**src/rtl/acc_drain.sv**
```systemverilog
`default_nettype none
// ============================================================================
//  Module   : acc_drain
//  Purpose  : Drains a matrix of accumulator tiles from the accumulator buffer
//             into the PPU as back-to-back bursts of AD beats. Single-pass
//             mode (i_mode == VSQ_MODE) makes one sweep of all tiles. Every
//             other mode makes two sweeps: a max/first pass, then a calc pass.
//             In the first pass a tile is read only after the array has
//             reported it written (i_tile_wr_done).
//  Ports    : i_clk, i_rst_n (async, active-low)
//             i_go / i_mode          - start one matrix drain, mode sampled on go
//             i_tile_wr_done         - one tile written by the array
//             o_acc_re / o_acc_addr  - accumulator-buffer read port
//             i_acc_rdata            - read data, one cycle after o_acc_re
//             o_ppu_start, o_acc_data, o_acc_valid, o_pass - PPU stream
//             o_busy, o_done         - drain status
//  Revision : 1.0  initial release
// ============================================================================
module acc_drain #(
    parameter int         VL       = 16,
    parameter int         ACC_W    = 24,
    parameter int         AD       = 16,
    parameter int         TILES    = 8,
    parameter int         ADDR_W   = 16,
    parameter logic [1:0] VSQ_MODE = 2'd0
) (
    input  logic                  i_clk,
    input  logic                  i_rst_n,
    input  logic                  i_go,
    input  logic [1:0]            i_mode,
    input  logic                  i_tile_wr_done,
    output logic                  o_acc_re,
    output logic [ADDR_W-1:0]     o_acc_addr,
    input  logic [ACC_W*VL-1:0]   i_acc_rdata,
    output logic                  o_ppu_start,
    output logic [ACC_W*VL-1:0]   o_acc_data,
    output logic                  o_acc_valid,
    output logic                  o_pass,
    output logic                  o_busy,
    output logic                  o_done
);

    localparam int c_TI_W = (TILES > 1) ? $clog2(TILES) : 1;
    localparam int c_BT_W = $clog2(AD);
    localparam int c_AV_W = $clog2(TILES + 1);

    localparam logic [c_TI_W-1:0] c_LAST_TILE = c_TI_W'(TILES - 1);
    localparam logic [c_BT_W-1:0] c_LAST_BEAT = c_BT_W'(AD - 1);
    localparam logic [c_AV_W-1:0] c_AVAIL_MAX = c_AV_W'(TILES);
    localparam logic [ADDR_W-1:0] c_AD        = ADDR_W'(AD);

    typedef enum logic [1:0] {
        S_IDLE  = 2'd0,
        S_WAIT  = 2'd1,
        S_BURST = 2'd2,
        S_DONE  = 2'd3
    } state_t;

    state_t              r_state;
    state_t              w_state_nxt;
    logic                r_two_pass;
    logic                r_pass;
    logic [c_TI_W-1:0]   r_tile_idx;
    // Holds the index of the next beat to issue: beat 0 goes out from WAIT,
    // so BURST always sees beats 1..AD-1 here.
    logic [c_BT_W-1:0]   r_beat;
    logic [c_AV_W-1:0]   r_avail_cnt;
    logic                r_acc_valid;

    logic                w_two_nxt;
    logic                w_pass_nxt;
    logic [c_TI_W-1:0]   w_tile_nxt;
    logic [c_BT_W-1:0]   w_beat_nxt;
    logic                w_avail_clr;
    logic                w_tile_avail;
    logic [ADDR_W-1:0]   w_base;
    logic                w_re;
    logic [ADDR_W-1:0]   w_addr;
    logic                w_start;
    logic                w_done;

    assign w_base       = ADDR_W'(r_tile_idx) * c_AD;
    // The calc pass re-reads tiles that are already known to be complete.
    assign w_tile_avail = r_pass || (r_avail_cnt > c_AV_W'(r_tile_idx));

    always_ff @(posedge i_clk or negedge i_rst_n) begin
        if (!i_rst_n) begin
            r_state     <= S_IDLE;
            r_two_pass  <= 1'b0;
            r_pass      <= 1'b0;
            r_tile_idx  <= '0;
            r_beat      <= '0;
            r_avail_cnt <= '0;
            r_acc_valid <= 1'b0;
        end else begin
            r_state     <= w_state_nxt;
            r_two_pass  <= w_two_nxt;
            r_pass      <= w_pass_nxt;
            r_tile_idx  <= w_tile_nxt;
            r_beat      <= w_beat_nxt;
            r_acc_valid <= w_re;
            if (w_avail_clr) begin
                r_avail_cnt <= '0;
            end else if (i_tile_wr_done && (r_avail_cnt != c_AVAIL_MAX)) begin
                r_avail_cnt <= r_avail_cnt + 1'b1;
            end
        end
    end

    always_comb begin
        w_state_nxt = r_state;
        w_two_nxt   = r_two_pass;
        w_pass_nxt  = r_pass;
        w_tile_nxt  = r_tile_idx;
        w_beat_nxt  = r_beat;
        w_avail_clr = 1'b0;
        w_re        = 1'b0;
        w_addr      = '0;
        w_start     = 1'b0;
        w_done      = 1'b0;

        unique case (r_state)
            S_IDLE: begin
                if (i_go) begin
                    w_two_nxt   = (i_mode != VSQ_MODE);
                    w_pass_nxt  = 1'b0;
                    w_tile_nxt  = '0;
                    w_beat_nxt  = '0;
                    w_state_nxt = S_WAIT;
                end
            end
            S_WAIT: begin
                // Holding off while the previous burst's last beat is still on
                // the PPU bus gives the AD+1 cycle minimum burst period.
                if (w_tile_avail && !r_acc_valid) begin
                    w_start     = 1'b1;
                    w_re        = 1'b1;
                    w_addr      = w_base;
                    w_beat_nxt  = c_BT_W'(1);
                    w_state_nxt = S_BURST;
                end
            end
            S_BURST: begin
                w_re   = 1'b1;
                w_addr = w_base + ADDR_W'(r_beat);
                if (r_beat == c_LAST_BEAT) begin
                    if (r_tile_idx != c_LAST_TILE) begin
                        w_tile_nxt  = r_tile_idx + 1'b1;
                        w_state_nxt = S_WAIT;
                    end else if (r_two_pass && !r_pass) begin
                        w_pass_nxt  = 1'b1;
                        w_tile_nxt  = '0;
                        w_state_nxt = S_WAIT;
                    end else begin
                        w_state_nxt = S_DONE;
                    end
                end else begin
                    w_beat_nxt = r_beat + 1'b1;
                end
            end
            S_DONE: begin
                if (!r_acc_valid) begin
                    w_done      = 1'b1;
                    w_avail_clr = 1'b1;
                    w_state_nxt = S_IDLE;
                end
            end
            default: w_state_nxt = S_IDLE;
        endcase
    end

    assign o_acc_re    = w_re;
    assign o_acc_addr  = w_addr;
    assign o_ppu_start = w_start;
    assign o_acc_valid = r_acc_valid;
    assign o_acc_data  = r_acc_valid ? i_acc_rdata : '0;
    assign o_pass      = r_pass;
    assign o_busy      = (r_state != S_IDLE);
    assign o_done      = w_done;

endmodule
`default_nettype wire

```
**config.mk**
```make
export PLATFORM = sky130hd
export DESIGN_NAME = acc_drain
export DESIGN_NICKNAME = d
export VERILOG_FILES = /design/src/rtl/acc_drain.sv
export SDC_FILE = /design/constraint.sdc
export NUM_CORES = 1
export LEC_CHECK = 0
export CORE_AREA = 5 5 308 310
export CTS_CLUSTER_SIZE = 24
export DETAILED_ROUTE_END_ITERATION = 8
export DIE_AREA = 0 0 313 315
export GPL_TIMING_DRIVEN = 0
export PLACE_DENSITY = 0.32
export SKIP_LAST_GASP = 1
export SLEW_MARGIN = 20
export SYNTH_ARGS = -nofsm -noshare
export SYNTH_HDL_FRONTEND = slang
export SYNTH_SLANG_ARGS = --single-unit
```
**constraint.sdc**
```tcl
create_clock -name i_clk -period 1.6 [get_ports i_clk]
set_input_delay 0.16 -clock i_clk [delete_from_list [all_inputs] [get_ports i_clk]]
set_output_delay 0.16 -clock i_clk [all_outputs]
set_load 0.005 [all_outputs]
```
==> qor.txt <==
Tmin final: 2.097 ns
Leakage power: 7.811 nW
Boundary pin count: 796
Vias per cell: 2.915
Final cell count without fillers: 2703
Maximum VDD drop: 498.4 uV
Antenna-violating nets left: 0
HP Class: input port to async pin
First-pass GRT wire length: 86820 um
Post-synth EDFFs: 0
Row count: 111
Post-DP Area: 0.01313 mm2
Critical Path AT: 1.94 ns
Synth top area share: 64.59%
Async SR Flop Fraction: 100.0%
Clock root buffer: clkbuf_16
Cell taking the most area after synthesis: and2_1
Synth top area cells: and2_1, dfrtp_1, clkbuf_1
Core box area: 0.09139 mm2
Hold Vio Cnt, Final: 0
DR DRC count: 0
Via Count: 7878
Status: finished with violations
Critical-path cell list: buf_12 > clkbuf_16 > clkbuf_16 > buf_12 > buf_8 > buf_6 > buf_6 > and2_4 > buf_6
Design Area, Final: 0.01645 mm2
Drt first pass iters: 4
Seq/Total Area, Yosys: 10.71%
Max Cap Viol: 0
GP Congestion: 0.8755
Hold_ws: 0.3978 ns
Final nets: 1902
Critical Path Sink Type: output port
Largest net degree at the start of global routing: 17
Yosys warns: 0
TritonCTS clock tree: done
Slew Limit Fails: 0
TritonCTS buffer count: 3
Required time worst endpoint: 1.44 ns
Max Fclk: 0.4769 GHz
Cell mode on critical path: buf_6
GRT Util Overall: 13.09%
Max stage delay on crit path: 0.46 ns
Unrepaired setup endpoints after global routing: true
# clock sinks: 16
CP top delay family: buffers and inverters
Congestion Overflow GR: 0
Initial antenna violation count: 35
PD cells: 912.4 mW/mm2
Number of distinct library cells after synthesis: 44
Synth Cell Area: 0.003739 mm2
Later-pin clock latency in the skew report: 0.25 ns
Initial core utilization: 4.091%
Clock Skew: 0.003218 ns
Syn_area_per_cell: 6.773 um2
Final setup fails: 403
Cells after Synth: 552
Routed WL per cell: 26.17 um
I/O Buffers: 786
Detail Placement HPWL: 62290 um
Area growth from synthesis to layout: 339.9%
#FFs+latches synth: 16
Slew @ Worst Pin: 0.8521 ns
Placed cells: 2532
Primary FF master, synth: dfrtp_1
H-tree levels: 1
WL final: 70740 um
Worst slew margin: 43.01%
Die area: 0.09860 mm2
Crit path kind: register to output port
Violation count after the first detailed-route iteration: 238
Critical path buffer and inverter count: 8
Slowest cell on crit path: dfrtp_2
Clock-pin slew on the worst setup and hold paths: 0.06 ns
Vias in the first global route: 8370
Clock Tree Buf Depth: 2
Setup_tns: -109.40 ns
Crit start category: register
Final WS setup: -0.4971 ns
Chip Height: 315 um
Failing checks: setup timing
CP Max Fanout: 5
Chip width: 313 um
Share of cells above drive strength 1: 56.50%
Fin crit share: 131.1%
-- cells in the mapped netlist (2+ instances only) --
| cell type | number |
|---|---|
| nand4_1 | 3 |
| clkbuf_1 | 44 |
| nand2_1 | 7 |
| dfrtp_1 | 16 |
| nor2b_4 | 2 |
| and2_1 | 386 |
| a31oi_1 | 2 |
| inv_1 | 11 |
| o211a_1 | 3 |
| mux2i_1 | 3 |
| nand3_1 | 7 |
| xor2_1 | 2 |
| buf_4 | 9 |
| o211ai_1 | 2 |
| ha_1 | 12 |
| a21oi_1 | 3 |
| nor2_1 | 8 |
| nor3_1 | 3 |
| o21ai_0 | 3 |
| mux2_2 | 2 |
-- metal layers --
metal | vias to the layer above | track usage [%] | wire length, um
met5 | - | 0 | 163
met3 | 44 | 6.777 | 8067
met1 | 3737 | 14.65 | 27090
li1 | 3589 | - | -
met4 | 24 | 1.824 | 640
met2 | 484 | 22.80 | 34780
-- registers in the layout, indices dropped and copies added (netlist names) --
register     flops
o_acc_valid      1
o_pass           1
r_avail_cnt      4
r_beat           4
r_state          2
r_tile_idx       3
r_two_pass       1
-- final timing paths --
| kind | slack (ns) | depth (start not counted) | endpoint | from |
|---|---|---|---|---|
| worst max-delay path | -0.50 | 9 | o_acc_data[182] | o_acc_valid$_DFF_PN0_ |
| worst min-delay path | 0.40 | 1 | r_beat[1]$_DFFE_PN0P_ | i_rst_n |
| worst max register to register | -0.25 | 7 | r_beat[3]$_DFFE_PN0P_ | r_avail_cnt[1]$_DFFE_PN0P_ |
| worst min register to register | 0.56 | 1 | r_state[1]$_DFFE_PN0P_ | r_state[1]$_DFFE_PN0P_ |
| max in group asynchronous | 0.61 | 1 | o_acc_valid$_DFF_PN0_ | i_rst_n |
| min in group i_clk | 0.56 | 1 | r_state[1]$_DFFE_PN0P_ | r_state[1]$_DFFE_PN0P_ |
-- cell usage in the layout (no fill, tap or decap), types with 4 or more instances in the layout --
cell             instances
and2_4                 262
buf_8                   52
conb_1                   9
diode_2                 18
buf_2                   23
nor2_1                   5
nand2_1                  6
buf_12                  12
clkbuf_2                61
inv_2                    5
clkdlybuf4s50_1        410
buf_6                  277
dlymetal6s2s_1          35
clkbuf_16               24
dfrtp_1                 13
ha_1                     6
ha_4                     5
nand3_1                  5
and2_2                   4
inv_1                    5
clkdlybuf4s15_2         10
and2_1                 121
clkbuf_4                 5
clkbuf_8                 5
buf_4                   75
-- cell type report --
cell class / count / area [um2]
Buffer: 49 / 755.7
Multi-Input combinational cell: 478 / 3915
Clock buffer: 4 / 88.84
Sequential cell: 16 / 404.1
Inverter: 11 / 45.04
Tap cell: 1186 / 1484
Antenna cell: 18 / 45.04
Fill cell: 10230 / 74940
Timing Repair Buffer: 941 / 9709
-- power by group --
group	switching (mW)	total, mW	internal (mW)
Sequential	0.145	0.679	0.534
Combinational	5.36	13.8	8.41
Clock	0.179	0.560	0.381
Total	5.69	15.0	9.32
-- metrics by stage --
step / utilization (%) / setup slack [ns] / total power, mW
5_1_grt: 17.95 / -0.5509 / 15.86
3_5_place_dp: 14.36 / -1.868 / 9.477
2_1_floorplan: - / -0.1189 / 3.270
3_3_place_gp: 14.36 / -1.853 / 9.498
6_report: 18.00 / -0.4971 / 15.01
4_1_cts: 16.10 / -0.6055 / 12.50
-- cell families after synthesis --
kind of cell	Yosys count	synth area share (%)
other	1	0.1003
AO/OA/AOI/OAI	21	4.317
flip-flops	16	10.71
AND/OR/NAND/NOR	428	71.15
XOR/XNOR	3	0.7029
adder cells (fa/ha/maj)	12	4.016
buffers and inverters	66	7.597
multiplexers	5	1.406
-- worst reg2reg max path, stage by stage (launching register included) --
cell	delay (ns)
dfrtp_1	0.40
ha_4	0.28
nor2b_4	0.15
nor3_4	0.05
buf_6	0.11
o211ai_4	0.26
nand3_2	0.16
a221o_1	0.33
-- repair_timing --
item | 4_1_cts | 5_1_grt
buffers inserted | 37 | 93
gates cloned | 22 | 8
resized for setup | 1343 | 842
hold buffers | 0 | 0
pin swaps | 5 | 13
setup endpoints to repair | 410 | 406
endpoints found under the hold margin | 0 | 0
Power figures use the tool's default switching activity.
